File: config.mk
export PLATFORM = sky130hd
export DESIGN_NAME = header_feeder
export DESIGN_NICKNAME = d
export VERILOG_FILES = /design/src/rtl/feeder_pkg.sv /design/src/rtl/target_cmp_serial.sv /design/src/rtl/header_feeder.sv
export SDC_FILE = /design/constraint.sdc
export NUM_CORES = 2
export LEC_CHECK = 0
export ABC_AREA = 1
export BUFFER_PORTS_ARGS = -buffer_cell sky130_fd_sc_hd__buf_2
export CAP_MARGIN = 20
export CORE_MARGIN = 5
export CORE_UTILIZATION = 45
export DETAILED_ROUTE_END_ITERATION = 8
export SYNTH_ARGS = -nofsm -noshare
export SYNTH_HDL_FRONTEND = slang
export SYNTH_HIERARCHICAL = 1
export SYNTH_SLANG_ARGS = --single-unit
export TNS_END_PERCENT = 50
File: constraint.sdc
create_clock -name clk -period 3.3 [get_ports clk]
set_input_delay 0.33 -clock clk [delete_from_list [all_inputs] [get_ports clk]]
set_output_delay 0.33 -clock clk [all_outputs]
set_load 0.01 [all_outputs]
File: src/rtl/feeder_pkg.sv
// rtl/feeder_pkg.sv - shared state type, host load map and byte-swap helper for header_feeder
package feeder_pkg;

    typedef enum logic [2:0] {
        IDLE,
        LAUNCH,
        WAIT,
        CMP,
        STEP,
        FOUND,
        EXHAUSTED
    } feeder_state_t;

    localparam int         HDR_WORDS      = 20;
    localparam logic [4:0] LD_NONCE_START = 5'd19;
    localparam logic [4:0] LD_TARGET0     = 5'd20;
    localparam logic [4:0] LD_NONCE_END   = 5'd28;

    function automatic logic [31:0] bswap32(input logic [31:0] w);
        return {w[7:0], w[15:8], w[23:16], w[31:24]};
    endfunction

endpackage

File: src/rtl/target_cmp_serial.sv
// rtl/target_cmp_serial.sv - word-serial unsigned compare of a hash candidate against the target
module target_cmp_serial (
    input  logic         clk,
    input  logic         rst_n,
    input  logic         start,
    input  logic [255:0] hash_q,
    input  logic [255:0] target,
    output logic         done,
    output logic         hit
);
    import feeder_pkg::*;

    logic [2:0]  idx;
    logic [31:0] v_word;
    logic [31:0] t_word;

    // word index starts at the most significant word when a hash is captured, then walks down
    always_ff @(posedge clk or negedge rst_n) begin
        if (!rst_n) begin
            idx <= '0;
        end else if (start) begin
            idx <= '0;
        end else if (idx != 3'd7) begin
            idx <= idx + 3'd1;
        end
    end

    // candidate word k is the byte-swapped k-th low word of the hash; target word 0 sits at the top
    always_comb begin
        v_word = bswap32(hash_q[{idx, 5'd0} +: 32]);
        t_word = target[{~idx, 5'd0} +: 32];
        done   = (v_word != t_word) || (idx == 3'd7);
        hit    = (v_word <= t_word);
    end

endmodule

File: src/rtl/header_feeder.sv
// rtl/header_feeder.sv - nonce-sweeping header source and result checker for the double-SHA-256 core
module header_feeder #(
    parameter logic [31:0] NONCE_STEP = 32'd1
) (
    input  logic         clk,
    input  logic         rst_n,
    input  logic         ld_valid,
    input  logic [4:0]   ld_addr,
    input  logic [31:0]  ld_data,
    input  logic         go,
    input  logic         stop,
    output logic         hash_start,
    input  logic         bus_rq,
    input  logic [4:0]   bus_addr,
    output logic [31:0]  bus_data,
    output logic         bus_rdy,
    input  logic [255:0] hash,
    input  logic         hash_done,
    output logic         busy,
    output logic         found,
    output logic         exhausted,
    output logic [31:0]  nonce_out
);
    import feeder_pkg::*;

    feeder_state_t state;
    feeder_state_t state_nx;

    logic [31:0]  header [0:HDR_WORDS-2];
    logic [31:0]  target_w [0:7];
    logic [255:0] target;
    logic [31:0]  nonce_start;
    logic [31:0]  nonce_end;
    logic [31:0]  nonce;
    logic [255:0] hash_q;
    logic         stop_pend;
    logic         idle_like;
    logic         load_ok;
    logic         sweep_go;
    logic         capture;
    logic [2:0]   tgt_sel;
    logic         cmp_done;
    logic         cmp_hit;

    assign idle_like = (state == IDLE) || (state == FOUND) || (state == EXHAUSTED);
    assign load_ok   = ld_valid && idle_like;
    assign sweep_go  = go && idle_like;
    assign capture   = (state == WAIT) && hash_done;
    assign tgt_sel   = 3'(ld_addr - LD_TARGET0);
    assign target    = {target_w[0], target_w[1], target_w[2], target_w[3],
                        target_w[4], target_w[5], target_w[6], target_w[7]};

    assign busy       = (state == LAUNCH) || (state == WAIT) || (state == CMP) || (state == STEP);
    assign found      = (state == FOUND);
    assign exhausted  = (state == EXHAUSTED);
    assign hash_start = (state == LAUNCH);
    assign nonce_out  = nonce;
    assign bus_rdy    = bus_rq && (state == WAIT) && (bus_addr < 5'(HDR_WORDS));

    // host register file; writable whenever no sweep is in flight
    always_ff @(posedge clk or negedge rst_n) begin
        if (!rst_n) begin
            for (int i = 0; i < HDR_WORDS - 1; i++) header[i] <= '0;
            for (int i = 0; i < 8; i++) target_w[i] <= '0;
            nonce_start <= '0;
            nonce_end   <= '0;
        end else if (load_ok) begin
            if (ld_addr < LD_NONCE_START) begin
                header[ld_addr] <= ld_data;
            end else if (ld_addr == LD_NONCE_START) begin
                nonce_start <= ld_data;
            end else if (ld_addr < LD_NONCE_END) begin
                target_w[tgt_sel] <= ld_data;
            end else if (ld_addr == LD_NONCE_END) begin
                nonce_end <= ld_data;
            end
        end
    end

    // running nonce, captured hash and the sticky stop request
    always_ff @(posedge clk or negedge rst_n) begin
        if (!rst_n) begin
            nonce     <= '0;
            hash_q    <= '0;
            stop_pend <= 1'b0;
        end else begin
            if (sweep_go) begin
                // a nonce_start write in the go cycle must be the value the sweep starts from
                nonce <= (load_ok && (ld_addr == LD_NONCE_START)) ? ld_data : nonce_start;
            end else if (state == STEP) begin
                nonce <= nonce + NONCE_STEP;
            end
            if (capture) begin
                hash_q <= hash;
            end
            stop_pend <= busy && (stop_pend || stop);
        end
    end

    // word 19 carries the nonce in header byte order
    always_comb begin
        bus_data = '0;
        if (bus_rdy) begin
            bus_data = (bus_addr == 5'(HDR_WORDS - 1)) ? bswap32(nonce) : header[bus_addr];
        end
    end

    target_cmp_serial u_cmp (
        .clk    (clk),
        .rst_n  (rst_n),
        .start  (capture),
        .hash_q (hash_q),
        .target (target),
        .done   (cmp_done),
        .hit    (cmp_hit)
    );

    // sweep state register
    always_ff @(posedge clk or negedge rst_n) begin
        if (!rst_n) begin
            state <= IDLE;
        end else begin
            state <= state_nx;
        end
    end

    // sweep sequencing: launch, wait for the core, compare, then step or finish
    always_comb begin
        state_nx = state;
        case (state)
            IDLE, FOUND, EXHAUSTED: if (sweep_go) state_nx = LAUNCH;
            LAUNCH:                 state_nx = WAIT;
            WAIT:                   if (hash_done) state_nx = CMP;
            CMP: begin
                if (cmp_done) begin
                    if (cmp_hit) begin
                        state_nx = FOUND;
                    end else if ((nonce == nonce_end) || stop_pend || stop) begin
                        state_nx = EXHAUSTED;
                    end else begin
                        state_nx = STEP;
                    end
                end
            end
            STEP:                   state_nx = LAUNCH;
            default:                state_nx = IDLE;
        endcase
    end

endmodule

## Word-level counts from Yosys, hierarchy flattened

Index checks and enable logic that the tools add are counted.

- Reductions and logical operators: 27
- Muxes and demuxes: 22
- Order comparisons: 9
- Shift-type cells: 2
- Equal/unequal tests: 16
- Multipliers: 0
- Bitwise logic cells: 7
- $add $sub $neg: 3
- Div/mod/pow operators: 0

Operator list:

| operator | count |
|---|---|
| bitwise mux 608 bit | 1 |
| indexed part select 256 x 9 -> 32 bit | 2 |
| two-way mux 32 bit | 9 |
| bitwise mux 256 bit | 1 |
| binary-select mux 32 bit (select 5 bit) | 1 |
| demux 32 bit (select 5 bit) | 1 |
| demux 32 bit (select 3 bit) | 1 |
| adder 32 x 1 -> 32 bit (second input constant) | 1 |
| == test 32 bit | 1 |
| less-or-equal comparator 32 bit | 1 |
| != test 32 bit | 1 |
| == test 5 bit (second input constant) | 3 |
| less-than comparator 5 bit (second input constant) | 3 |
| two-way mux 3 bit | 5 |
| case mux 3 bit (5 select lines) | 1 |
| == test 3 bit (second input constant) | 4 |
| greater-or-equal comparator 6 bit (second input constant) | 2 |
| NOT 5 -> 6 bit | 2 |
| logical AND 1 bit | 9 |
| logical OR 1 bit | 9 |
| == test 3 x 2 -> 1 bit (second input constant) | 2 |
| less-than comparator 6 x 1 -> 1 bit (second input constant) | 1 |
| != test 2 bit (second input constant) | 3 |
| AND reduction 3 bit | 2 |
| 16 further kinds | 20 |

- Bits in writable memories: 0
- Memories kept: 0
- Latch bits: 0
- Memory bits (read-only): 0
- Input port bits: 305
- Output and inout bits: 69
- Register bits after elaboration: 1223
- Word-level logic and storage cells: 120

## Longest topological paths before layout

- Word-level depth: 7
- Depth in mapped cells: 26
- Depth with buffers taken out: 23

## Hierarchy

Netlist, hierarchy kept.

Modules (own cells, without submodules):

| module | instances | sequential area each (µm²) | cells an instance | area an instance (µm²) |
|---|---|---|---|---|
| header_feeder | 1 | 30529.3 | 5848 | 50586.0 |
| target_cmp_serial | 1 | 75.1 | 957 | 5167.5 |

## Least setup slack after synthesis

OpenSTA, ideal clock, no wires.

- Path kind: flip-flop to flip-flop
- From: register u_cmp.idx[0]
- To: register state[1]
- Path slack: 0.433 ns
- Clock period less this slack: 2.867 ns
- Data required time: 3.183 ns
- Arrival: 2.750 ns
- Buffers on the path: 3
- Library setup time: 0.117 ns
- Cell stages (with the launch flop): 18
- Path through: dfrtp_1 buf_6 inv_4 buf_4 clkbuf_1 nor2_1 o221ai_1 o21ai_1 ha_1 nand2_1 nor2_1 nand4_1 nor4_1 nand3_1 o221ai_1 nor2_1 nand2_1 nand2_1

- Word-level cells in the longest chain between the ends: 6
- Elaborated cells between the ends (all ways): 12
- Classes of those cells: 1 x order compare; 3 x eq/ne; 2 x shift; 3 x mux; 1 x bitwise; 2 x reduce/logical

Ends and longest elaborated chain:

| what | line | source |
|---|---|---|
| from (decl) | target_cmp_serial.sv:13 | `logic [2:0] idx;` |
| from (signal assigned) | target_cmp_serial.sv:24 | `idx <= idx + 3'd1;` |
| NOT 3 bit | target_cmp_serial.sv:31 | `t_word = target[{~idx, 5'd0} +: 32];` |
| indexed part select 256 x 9 -> 32 bit | target_cmp_serial.sv:31 |  |
| != test 32 bit | target_cmp_serial.sv:32 | `done = (v_word != t_word) \|\| (idx == 3'd7);` |
| logical OR 1 bit (*) | target_cmp_serial.sv:32 |  |
| named net cmp_done | header_feeder.sv:42 | `logic cmp_done;` |
| != test 2 bit (no source line) (*) | n/a |  |
| AND reduction 3 bit (no source line) (*) | n/a |  |
| to (signal assigned) | header_feeder.sv:123 | `state <= state_nx;` |
| to (decl) | header_feeder.sv:26 | `feeder_state_t state;` |

Mark *: on every way through the listed nets, which the timed path passes. The rest lies on a longest branch. The select of a mux whose other input is x is not followed.
A chain may end at the register's enable or synchronous reset.

## Worst setup path in the final report

- From: register state[2]
- To: output port bus_data[29]

- Word-level cells in the longest chain between the ends: 4

Ends and longest elaborated chain:

| what | line | source |
|---|---|---|
| == test 3 x 2 -> 1 bit | header_feeder.sv:58 | `assign bus_rdy = bus_rq && (state == WAIT) && (bus_addr < 5'(HDR_WORDS));` |
| logical AND 1 bit (2 in a row) | header_feeder.sv:58 |  |
| two-way mux 32 bit | header_feeder.sv:103 | `if (bus_rdy) begin` |
| to (decl) | header_feeder.sv:15 | `output logic [31:0] bus_data,` |

Every way passes these cells.

==> results.tsv <==
stage	metric	value	unit
outcome	status	finished, final reports clean	
power	ir_worst_vdd	0.000534	V
logic_synthesis	synth_ff_type	dfrtp_1	
timing	whs	0.0938	ns
power	power.density	854	nW/um^2
placed_design	numPortBuffers	373	
cts	cts_tree	yes	
drt	firstDrtPassIters	6	
worst_setup_path	slowest_delay	0.45	ns
placed_design	dp_hpwl	123000	um
timing	finalCritPeriodShare	97.4	%
drt	vias	50300	
cts	cts.sinks	1223	
floorplan	die-area	131000	um^2
drt	drtAntennaViolNets	0	
finish	nFillCells	11100	
logic_synthesis	synthesis.area	55800	um^2
finish	layout-drive-gt1-share	12.4	%
timing	max_freq	311	MHz
worst_setup_path	crit_required	2.97	ns
global_route	antenna_found_initial	14	
global_route	grt_usage	29.0	%
logic_synthesis	synth_cell_types	43	
floorplan	fp.dieH	362	um
placed_design	gp_congestion	0.912	
logic_synthesis	ys_ff_latch	1223	
cts	cts_buffers	136	
worst_setup_path	slowest_stage	dfrtp_1	
finish	nets	7614	
global_route	grt-ovfl-total	0	
timing	layout_setup_ws	0.0857	ns
drt	drc	0	
drt	drtIter0Drc	5461	
worst_setup_path	critical_path.top_delay_family	compound AO/OA/AOI/OAI gates	
global_route	first_global_vias	48500	
worst_setup_path	worstPathArrival	2.88	ns
worst_hold_path	hp-class	in -> reg	
floorplan	ios	374	
floorplan	core_area	123000	um^2
logic_synthesis	synth_edf_count	0	
worst_setup_path	crit_path_end_kind	output pin	
timing	slew_headroom	10.6	%
cts	htreeDepth	4	
timing	fin_tns_setup	0	ns
worst_setup_path	cp-endpoint	bus_data[29]	
worst_setup_path	regToRegStartpoint	u_cmp/idx[0]	
worst_setup_path	r2r-end	state[0]	
cts	clock_latency	0.74	ns
worst_setup_path	path_max_fanout	9	
worst_setup_path	cp-startpoint	state[2]	
cts	cts_root_buf	clkbuf_16	
global_route	grt_max_degree	216	
drt	via_per_inst	5.58	
floorplan	fp.dieW	362	um
cts	clk_pin_slew_worst_paths	0.06	ns
power	p_leak	32.0	nW
floorplan	start_util	45.2	%
finish	area_growth	21.5	%
global_route	grt_pass1_wl	297000	um
run	cap_violations	0	
worst_setup_path	critPathKind	reg -> out	
worst_setup_path	start_kind	flop	
timing	fin_skew	0.0272	ns
worst_setup_path	path_cells	inv_2, nand3_1, nor2_4, buf_4, o21ai_0, a21oi_1, buf_2	
worst_setup_path	cp.depth	7	
logic_synthesis	yosysWarnings	6	
timing	slew_viol_final	0	
logic_synthesis	async_reset_ff_share	100	%
placed_design	dpl_worst_slack	-0.0559	ns
logic_synthesis	syn_inst	6805	
floorplan	core.rowCount	129	
logic_synthesis	syn_avg_cell_area	8.19	um^2
timing	tightestPinTransition	1.34	ns
drt	wl	195000	um
logic_synthesis	yosysSeqAreaShare	54.9	%
cts	clockBufferDepth	3	
timing	setup_viol	0	
timing	layout_min_cycle_time	3.21	ns
timing	finalHoldViolCount	0	
logic_synthesis	synth_fp_nets	7145	
worst_setup_path	regToRegSetupSlack	0.09	ns
worst_setup_path	worstRegToRegCells	19	
worst_setup_path	crit_buf_inv	3	
drt	wl_per_cell	21.6	um
-- state kept, by name, summed over array words and instances (netlist names) --
register	count
header	608
hash_q	256
target	256
nonce_end	32
nonce_out	32
nonce_start	32
state	3
u_cmp/idx	3
stop_pend	1
-- synthesized netlist by cell type, types with 4 or more instances --
cell type  number  area (um^2)
nand2_1      2263         8490
dfrtp_1      1223        30600
o21ai_0      1150         5760
nor2_1        625         2350
clkbuf_1      449         1690
o21ai_1       273         1370
inv_1         107          402
nand3_1       107          536
o32ai_1        96          841
nand4_1        78          488
a22oi_1        64          480
buf_2          62          310
a21oi_1        48          240
o221ai_1       36          315
ha_1           35          438
mux2i_1        32          320
xnor2_1        28          245
buf_1          26         97.6
o211ai_1       16          120
nand2_2        12         75.1
xor2_1         11         96.3
buf_4           9         67.6
nand3_2         9         90.1
nor3_1          9         45.0
inv_2           7         26.3
buf_8           4         60.1
-- how the worst min path moves through the flow --
stage | cells past startpoint | from | endpoint
6_report | 4 | go | nonce_out[12]
5_1_grt | 3 | ld_data[19] | header[51]
4_1_cts | 4 | go | nonce_out[12]
3_5_place_dp | 1 | rst_n | header[287]
3_3_place_gp | 1 | rst_n | header[303]
2_1_floorplan | 0 | rst_n | hash_q[0]
-- worst min-delay path, stage by stage --
cell and delay, ns:
buf_2 0.10, nand3_1 0.07, buf_4 0.19, o21ai_0 0.10
-- area by class of cell --
cell class,instances,area [um^2],share of cell area (%)
multi-input combinational,4911,22700,33.5
clock buffer,202,4110,6.07
tap,1637,2050,3.02
antenna,4,10.0,0.0148
clock inverter,39,534,0.789
timing repair buffer,883,7250,10.7
inverter,118,465,0.687
timing repair inverter,1,30.0,0.0443
sequential,1223,30600,45.2
-- kinds of logic (layout without fill, tap and decap cells) --
| kind of cell | after synthesis | after routing | synth area share [%] |
|---|---|---|---|
| XOR/XNOR | 39 | 39 | 0.613 |
| AND/OR/NAND/NOR | 3114 | 3114 | 21.8 |
| flip-flops | 1223 | 1223 | 54.9 |
| adder cells (fa/ha/maj) | 35 | 35 | 0.785 |
| buffers and inverters | 671 | 1243 | 4.84 |
| AO/OA/AOI/OAI | 1691 | 1691 | 16.5 |
| other | 0 | 4 | 0 |
| multiplexers | 32 | 32 | 0.575 |
-- where the power goes --
part,leakage (nW),internal [mW],switching (mW)
combinational,13.5,7.52,11.2
sequential,16.3,19.9,3.49
clock,2.28,9.47,6.26
-- routing by layer --
| metal | track usage (%) | up-vias | part of all wire [%] |
|---|---|---|---|
| met5 | 0 | - | 0.013 |
| met4 | 12.4 | 4 | 4.6 |
| met3 | 4.22 | 364 | 7.3 |
| met2 | 46.0 | 2188 | 46 |
| met1 | 40.2 | 24400 | 42 |
| li1 | - | 23400 | - |
-- cells in the final DEF (no fill, tap or decap), types with 4 or more instances in the layout --
master	count
buf_12	48
clkinv_8	4
nor2_4	7
o211ai_1	16
o21ai_0	1139
ha_1	35
inv_2	7
bufinv_16	11
xnor2_1	28
o32ai_2	9
o21ai_2	8
buf_16	5
dfrtp_1	1220
a21oi_1	47
nor3_1	9
diode_2	4
clkbuf_1	27
nand3_1	105
clkbuf_16	151
nor2_2	4
mux2i_1	32
inv_1	106
buf_6	5
nand2_1	2253
inv_6	6
o21ai_1	275
clkinv_2	16
xor2_1	11
nand4_1	78
nor2_1	617
nand2_2	22
clkbuf_8	33
buf_4	180
buf_2	370
dlygate4sd3_1	265
o32ai_1	87
a22oi_1	64
o221ai_1	35
nand3_2	10
-- stage by stage --
step                      instances  utilization [%]  area (um^2)  power, mW
after floorplan                6805                -        55800       34.1
after global routing           9014             54.9        67700       61.5
after global placement         8479             48.4        59700       40.2
after CTS                      8985             54.3        67100       56.8
after detailed placement       8479             48.4        59700       40.6
final                          9018             54.9        67700       57.9
-- what timing repair did --
item / 4_1_cts / 5_1_grt
gates cloned: 0 / 10
pin swaps: 0 / 17
resized for setup: 6 / 64
endpoints found under the setup margin: 4 / 7
endpoints found under the hold margin: 834 / 0
hold buffers: 265 / 0
buffers inserted: 0 / 19
Note: power is estimated with default switching activity, not from simulation.
